==> config.mk <==
export PLATFORM = sky130hd
export DESIGN_NAME = branch_target_buffer
export DESIGN_NICKNAME = d
export VERILOG_FILES = /design/src/rtl/branch_target_buffer.sv
export SDC_FILE = /design/constraint.sdc
export NUM_CORES = 1
export LEC_CHECK = 0
export BUFFER_PORTS_ARGS = -buffer_cell sky130_fd_sc_hd__buf_2
export CAP_MARGIN = 20
export CORE_MARGIN = 5
export CORE_UTILIZATION = 56
export CTS_CLUSTER_SIZE = 8
export DETAILED_ROUTE_END_ITERATION = 10
export HOLD_SLACK_MARGIN = 0.05
export PLACE_DENSITY_LB_ADDON = 0.15
export SLEW_MARGIN = 30
export SYNTH_ARGS = -nofsm -noshare
export SYNTH_HDL_FRONTEND = slang
export SYNTH_SLANG_ARGS = --single-unit
==> constraint.sdc <==
create_clock -name CLK -period 4 [get_ports CLK]
set_input_delay 0.8 -clock CLK [delete_from_list [all_inputs] [get_ports CLK]]
set_output_delay 0.8 -clock CLK [all_outputs]
set_load 0.01 [all_outputs]
==> src/rtl/branch_target_buffer.sv <==
// Direct-mapped branch target buffer with 2-bit saturating direction counters.
// Lookup is purely combinational; updates and allocation happen on the rising clock edge.
module branch_target_buffer #(
  parameter int unsigned ENTRIES = 8
) (
  input  logic        CLK,
  input  logic        nRST,
  input  logic [31:0] pc,
  output logic        predict_taken,
  output logic [31:0] predict_target,
  input  logic        update_en,
  input  logic [31:0] update_pc,
  input  logic        update_taken,
  input  logic [31:0] update_target,
  input  logic        clear
);

  localparam int unsigned IW = $clog2(ENTRIES);
  localparam int unsigned TW = 30 - IW;

  logic          valid_q  [ENTRIES];
  logic [TW-1:0] tag_q    [ENTRIES];
  logic [31:0]   target_q [ENTRIES];
  logic [1:0]    ctr_q    [ENTRIES];

  logic [IW-1:0] lk_idx;
  logic [IW-1:0] up_idx;
  logic [TW-1:0] lk_tag;
  logic [TW-1:0] up_tag;
  logic          lk_hit;
  logic          up_hit;
  logic [1:0]    ctr_upd;

  // Byte-offset bits of the update address carry no information for word-aligned branches.
  logic unused_update_pc;
  assign unused_update_pc = ^update_pc[1:0];

  assign lk_idx = pc[IW+1:2];
  assign lk_tag = pc[31:IW+2];
  assign up_idx = update_pc[IW+1:2];
  assign up_tag = update_pc[31:IW+2];

  assign lk_hit = valid_q[lk_idx] && (tag_q[lk_idx] == lk_tag);
  assign up_hit = valid_q[up_idx] && (tag_q[up_idx] == up_tag);

  always_comb begin
    ctr_upd = ctr_q[up_idx];
    if (update_taken) begin
      if (ctr_upd != 2'b11) ctr_upd = ctr_upd + 2'd1;
    end else begin
      if (ctr_upd != 2'b00) ctr_upd = ctr_upd - 2'd1;
    end
  end

  always_ff @(posedge CLK or negedge nRST) begin
    if (!nRST) begin
      for (int unsigned i = 0; i < ENTRIES; i++) begin
        valid_q[i]  <= 1'b0;
        tag_q[i]    <= '0;
        target_q[i] <= '0;
        ctr_q[i]    <= 2'b01;
      end
    end else if (clear) begin
      // Only valid bits drop; counters and targets are left as they were.
      for (int unsigned i = 0; i < ENTRIES; i++) begin
        valid_q[i] <= 1'b0;
      end
    end else if (update_en) begin
      if (up_hit) begin
        ctr_q[up_idx] <= ctr_upd;
        if (update_taken) target_q[up_idx] <= update_target;
      end else if (update_taken) begin
        valid_q[up_idx]  <= 1'b1;
        tag_q[up_idx]    <= up_tag;
        target_q[up_idx] <= update_target;
        ctr_q[up_idx]    <= 2'b10;
      end
    end
  end

  always_comb begin
    predict_taken  = lk_hit && ctr_q[lk_idx][1];
    predict_target = predict_taken ? target_q[lk_idx] : pc + 32'd4;
  end

endmodule

==> qor.yml, run 1 <==
status:
  outcome: "finished with violations"
  violations: "setup timing"
global_routing:
  antenna_found_initial: 20
  grt_usage: 0.288
  grt_max_degree: 91
  grt_pass1_vias: 18400
  grt_pass1_wl_um: 112000
  grt_overflow: 0
synth:
  synth_seq_cells: 496
  yosysWarnings: 0
  synth_flop_cell: "dfrtp_1"
  synth-edff-count: 0
  seq_area_frac_synth: 0.473
  netlist_area_um2: 26200
  synth-async-reset-ratio: 1.00
  synthesis.instances: 1809
  ys_types: 54
  syn_avg_cell_area_um2: 14.5
  syn_nets: 1911
route:
  drtPass1Iterations: 5
  post-route-drc-count: 0
  drtIter0Drc: 1327
  wl_um: 72600
  wl_per_cell_um: 27.1
  viasPerCell: 6.36
  vias: 17000
  drt.antenna.violating_nets: 0
clock_network:
  cts.sinks: 496
  h-tree-depth: 3
  root_buffer: "clkbuf_16"
  cts_inserted_buffers: 71
  insertion_delay_ns: 0.61
  tritoncts: "yes"
  clk_pin_slew_worst_paths_ns: 0.05
  cts_buffer_depth: 3
die:
  ios: 134
  die_h_um: 226
  start_util: 0.565
  dieArea_um2: 51300
  die_w_um: 226
  core_area_um2: 46500
  row_count: 79
timing:
  period_share: 1.13
  slew_violations: 0
  hold_viol: 0
  clock-skew-final_ns: 0.0255
  period_minus_slack_ns: 4.53
  tightest_slew_ns: 0.846
  worst_slack_ns: -0.529
  tns_ns: -14.38
  relSlewSlack: 0.435
  timing.fmax_ghz: 0.221
  finalSetupViolCount: 33
  rsz0062_at_grt: "yes"
critical_path:
  crit_type: "in2out"
  critPathCaptureType: "output port"
  critPathRequiredTime_ns: 3.20
  crit_arrival_ns: 3.73
  crit_path_start_kind: "input port"
  crit_fanout: 8
power_and_ir_drop:
  swShare: 0.264
  intPower_mw: 11.1
  total_power_mw: 15.1
  p_clk_frac: 0.360
  power_density_nw_per_um2: 483
  seq_power_share: 0.438
  power_frac_comb: 0.202
  p_leak_nw: 13.9
  ir_drop_mv: 0.412
  p_sw_mw: 3.98
final_layout:
  design_area_um2: 31200
  layout-drive-gt1-share: 0.531
  fillCellCount: 3301
  area_delta_synth_final_pct: 19.0
  layout_commonest_cell: "dfrtp_1"
  layout.cells.non_filler: 2679
  final_cell_mix: "488 x dfrtp_1, 368 x mux2_2, 143 x mux4_2"
  nNetsFinal: 2149
placed_design:
  hpwl_um: 47500
  dp_slack_ns: -0.820
  place_area_um2: 28600
  place.port_buffers: 131
  dp_cells: 2559
  globalplace.congestion: 0.885
flow_run:
  drv_cap: 0
worst_hold_path:
  min_path_type: "in2async"
-- power groups by stage --
| stage | combinational [mW] | sequential [mW] | clock [mW] |
|---|---|---|---|
| after CTS | 3.02 | 6.58 | 5.54 |
| final | 3.05 | 6.61 | 5.43 |
| after detailed placement | 2.95 | 6.65 | 0 |
| after floorplan | 2.16 | 6.42 | 0 |
| after global placement | 2.87 | 6.58 | 0 |
| after global routing | 3.28 | 6.70 | 5.76 |
-- stage by stage --
step / util / hold WS [ns]
floorplan: - / 0.466
CTS: 0.669 / 0.284
detailed placement: 0.617 / 0.489
finish: 0.672 / 0.250
global placement: 0.617 / 0.481
global route: 0.672 / 0.297
-- repair_timing --
item,CTS,global route
hold endpoints to repair,0,0
setup buffers,13,6
resized for setup,54,30
hold buffers,0,0
gates cloned,6,0
pin swaps,10,9
endpoints found under the setup margin,33,33
-- worst paths after layout --
path                          startpoint           endpoint  slack (ns)  cells past startpoint
setup / recovery                   pc[3]  predict_target[1]       -0.53                     15
hold / removal                      nRST          tag_q[49]        0.25                      1
setup reg to reg              tag_q[167]          tag_q[64]        0.83                     11
hold reg to reg            target_q[217]      target_q[217]        0.50                      1
max in group asynchronous           nRST          tag_q[91]        2.77                      2
min in group CLK           target_q[217]      target_q[217]        0.50                      1
-- state kept, by name, summed over array words and instances, names as in the netlist --
register,cells
target_q,256
valid_q,8
ctr_q,16
tag_q,216
-- critical path, stage by stage --
cell and delay [ns]:
buf_16 0.12, buf_12 0.13, buf_12 0.14, mux4_2 0.53
mux2i_2 0.20, xnor2_1 0.13, nor4_1 0.25, nand3_1 0.16
nor4_4 0.37, buf_6 0.23, buf_12 0.14, buf_8 0.14
nor2_4 0.04, a31oi_2 0.16, buf_2 0.16
-- layout make-up --
type	count	area, um^2	area share
multi-input combinational	1155	13300	0.426
sequential	496	12400	0.398
timing repair buffer	315	2750	0.0882
clock buffer	84	1870	0.0598
tap	607	759	0.0243
clock inverter	5	81.3	0.00260
inverter	8	30.0	0.000962
antenna	9	22.5	0.000721
-- synthesized netlist by cell type, types with 12 or more instances --
| library cell | count | area share |
|---|---|---|
| buf_2 | 35 | 0.0067 |
| buf_1 | 25 | 0.0036 |
| xnor2_1 | 52 | 0.017 |
| o211ai_1 | 23 | 0.0066 |
| nand2_1 | 63 | 0.0090 |
| clkbuf_1 | 56 | 0.0080 |
| and3_1 | 12 | 0.0029 |
| a22oi_1 | 17 | 0.0049 |
| buf_6 | 24 | 0.010 |
| nand3_1 | 27 | 0.0051 |
| mux2_4 | 114 | 0.065 |
| xor2_1 | 27 | 0.0090 |
| a21oi_1 | 16 | 0.0031 |
| dfrtp_1 | 488 | 0.47 |
| mux4_2 | 143 | 0.12 |
| mux2_2 | 368 | 0.16 |
| nor2_1 | 48 | 0.0069 |
| a211oi_1 | 22 | 0.0063 |
| mux2i_1 | 113 | 0.043 |
-- cell families (layout without fill, tap and decap cells) --
kind of cell / after synthesis / in the layout / share of synthesized area
compound gates: 139 / 139 / 0.0407
xor+xnor: 79 / 79 / 0.0264
mux: 742 / 742 / 0.391
fa+ha+maj: 2 / 2 / 0.000858
buf+inv: 158 / 412 / 0.0326
simple gates: 193 / 193 / 0.0350
other cells: 0 / 9 / 0
flops: 496 / 496 / 0.473
-- metal layers --
layer	global-route usage	share of wire	wire, um
met1	0.393	0.42	30300
met2	0.446	0.47	34300
met3	0.0840	0.078	5660
met4	0.101	0.031	2250
met5	0	0.0023	164
Power figures use the tool's default switching activity.
==> inputs of run 2 (changes only) <==
==> constraint.sdc (replaced) <==
create_clock -name CLK -period 4 [get_ports CLK]
set_input_delay 0 -clock CLK [delete_from_list [all_inputs] [get_ports CLK]]
set_output_delay 0 -clock CLK [all_outputs]
set_load 0.01 [all_outputs]
==> run 2 against run 1 <==
  * The flow now finishes without violations
  * Total power shrank 0.22%
  * Cell count shrank 1.3%
  * Count of clock-buffer cells in the layout grew 1
  * Clock skew shrank 0.0057 ns
  * Critical path depth shrank 5
==> qor.yml, run 2 (synthesis results as in run 1) <==
route:
  wl_um: 70200  # -3.4%
  wl_met3_um: 5070  # -10%
  drtIter0Drc: 1280  # -3.5%
  vias: 16700  # -2.0%
  highest_layer: "met5"
  viasPerCell: 6.31  # -0.72%
  post-route-drc-count: 0  # unchanged
  drt.antenna.violating_nets: 0  # unchanged
  wl_met2_um: 32500  # -5.3%
  wl_per_cell_um: 26.5  # -2.2%
  drtPass1Iterations: 5  # unchanged
  wirelength_met1_um: 30300  # +0.16%
worst_hold_path:
  hold_depth: 3
  min_path_type: "in2reg"
clock_network:
  insertion_delay_ns: 0.61  # about the same
  cts_inserted_buffers: 72  # +1.4%
  root_buffer: "clkbuf_16"
  h-tree-depth: 3  # unchanged
  clk_pin_slew_worst_paths_ns: 0.05  # about the same
  cts.sinks: 496  # unchanged
  cts_buffer_depth: 3  # unchanged
  tritoncts: "yes"
final_layout:
  reg.largest.list: "target_q (256), tag_q (216), ctr_q (16)"
  largest-register: "target_q"
  multiInputGateArea_um2: 13100  # -1.7%
  final_cell_mix: "488 x dfrtp_1, 368 x mux2_2, 143 x mux4_2"
  finalCoreUtilization: 0.658  # -0.0144
  design_area_um2: 30600  # -2.1%
  layout_commonest_cell: "dfrtp_1"
  area_delta_synth_final_pct: 16.4
  seqCellArea_um2: 12400  # unchanged
  nNetsFinal: 2112  # -1.7%
  layout-drive-gt1-share: 0.470  # -0.0609
  largest_register_ffs: 256  # unchanged
  fillCellCount: 3318  # +0.51%
power_and_ir_drop:
  power_density_nw_per_um2: 493  # +2.0%
  ir_drop_mv: 0.438  # +6.3%
  p_leak_nw: 13.5  # -2.6%
  total_power_mw: 15.1  # -0.22%
critical_path:
  critPathRequiredTime_ns: 4.00  # +0.80 ns
  crit_fanout: 20  # +12
  crit_arrival_ns: 3.84  # +0.11 ns
  crit_type: "reg2out"
  max_stage_delay_ns: 0.58  # +0.05 ns
  r2r_cells: 10  # -1
  path_cells: "mux4_2 -> mux2i_1 -> xnor2_1 -> nor4_1 -> nand2_1 -> nor4_4 -> buf_4 -> mux2i_1 -> a211oi_1 -> buf_2"
  crit_top_cell: "mux2i_1"
  path_delay_family: "multiplexers"
  critPathCaptureType: "output port"
  crit_slowest_cell: "mux2i_1"
  cp_num_buf_inv: 2  # -5
  worst-path-stages: 10  # -5
  crit_path_start_kind: "register"
die:
  row_count: 79  # unchanged
  start_util: 0.565  # unchanged
  core_area_um2: 46500  # unchanged
  ios: 134  # unchanged
  die_h_um: 226  # unchanged
  die_w_um: 226  # unchanged
  dieArea_um2: 51300  # unchanged
timing:
  relSlewSlack: 0.484  # +0.0493
  period_minus_slack_ns: 3.84  # -0.689 ns
  timing.fmax_ghz: 0.260  # +18%
  tns_ns: 0  # +14.38 ns
  finalSetupViolCount: 0  # -100%
  slew_violations: 0  # unchanged
  period_share: 0.960  # -0.172
  rsz0062_at_grt: "no"
  clock-skew-final_ns: 0.0198  # -0.00570 ns
  hold_viol: 0  # unchanged
  tightest_slew_ns: 0.774  # -0.0723 ns
global_routing:
  grt_usage: 0.278  # -0.00931
  grt_max_degree: 177  # +95%
  grt_overflow: 0  # unchanged
  antenna_found_initial: 15  # -25%
  grt_pass1_vias: 17800  # -3.0%
  grt_pass1_wl_um: 109000  # -3.0%
placed_design:
  hpwl_um: 44900  # -5.3%
  place_area_um2: 27800  # -3.0%
  place.port_buffers: 131  # unchanged
  globalplace.congestion: 0.860  # -2.9%
flow_run:
  drv_cap: 0  # unchanged
status:
  outcome: "complete, no violations"
run 2: cell count changes in the layout (fill, tap and decap cells not counted), sizes merged:
cell | before | now
buf | 315 | 213
dlygate4sd3 | 0 | 64
clkinv | 3 | 5
clkbuf | 84 | 85
clkinvlp | 0 | 1
diode | 9 | 10
inv | 10 | 9
run 2: final cells by class:
type | instances | area share
Multi-Input combinational cell | 1155 | 0.427
Inverter | 8 | 0.000983
Tap cell | 607 | 0.0249
Clock buffer | 85 | 0.0616
Antenna cell | 10 | 0.000819
Sequential cell | 496 | 0.407
Timing Repair Buffer | 277 | 0.0733
Clock inverter | 7 | 0.00459
run 2: power breakdown:
| group | switching, mW | internal (mW) | leakage, nW | total (mW) |
|---|---|---|---|---|
| registers | 0.607 | 5.99 | 6.34 | 6.59 |
| logic | 1.14 | 1.75 | 6.18 | 2.89 |
| clock network | 2.26 | 3.31 | 0.976 | 5.57 |
run 2: layer usage:
metal | vias up | global-route usage
li1 | 7199 | -
met1 | 8786 | 0.389
met2 | 543 | 0.426
met3 | 153 | 0.0805
met4 | 12 | 0.0918
met5 | - | 0
run 2: worst paths after layout:
kind                                    from                end  slack (ns)
max                                tag_q[13]  predict_target[5]        0.16
max in group asynchronous               nRST      target_q[224]        2.51
min in group asynchronous               nRST          tag_q[75]        0.53
max reg2reg                       tag_q[195]          tag_q[87]        0.52
min                        update_target[23]       target_q[23]        0.26
min reg2reg                    target_q[147]      target_q[147]        0.50
run 2: repair_timing:
action                                  4_1_cts  5_1_grt
setup buffers                                 0        0
endpoints found under the setup margin        0       11
hold endpoints to repair                    984       39
hold buffers                                 63        1
gates resized for setup                       0        3
run 2: worst reg2reg max path, cell delays in order, from the launching register on:
cell	delay (ns)
dfrtp_1	0.39
mux2_2	0.28
mux4_2	0.50
nand2b_1	0.19
a31oi_1	0.20
a211oi_1	0.09
and3_1	0.23
buf_12	0.17
a21boi_4	0.62
buf_4	0.34
mux2_2	0.35
run 2: per-stage QoR:
| step | instances | hold WS (ns) | worst slack (ns) |
|---|---|---|---|
| detailed placement | 2477 | 0.138 | 0.262 |
| floorplan | 1809 | -0.296 | 1.16 |
| finish | 2645 | 0.260 | 0.160 |
| global placement | 2476 | 0.135 | 0.263 |
| CTS | 2632 | 0.0903 | 0.0146 |
| global route | 2638 | 0.252 | 0.0196 |
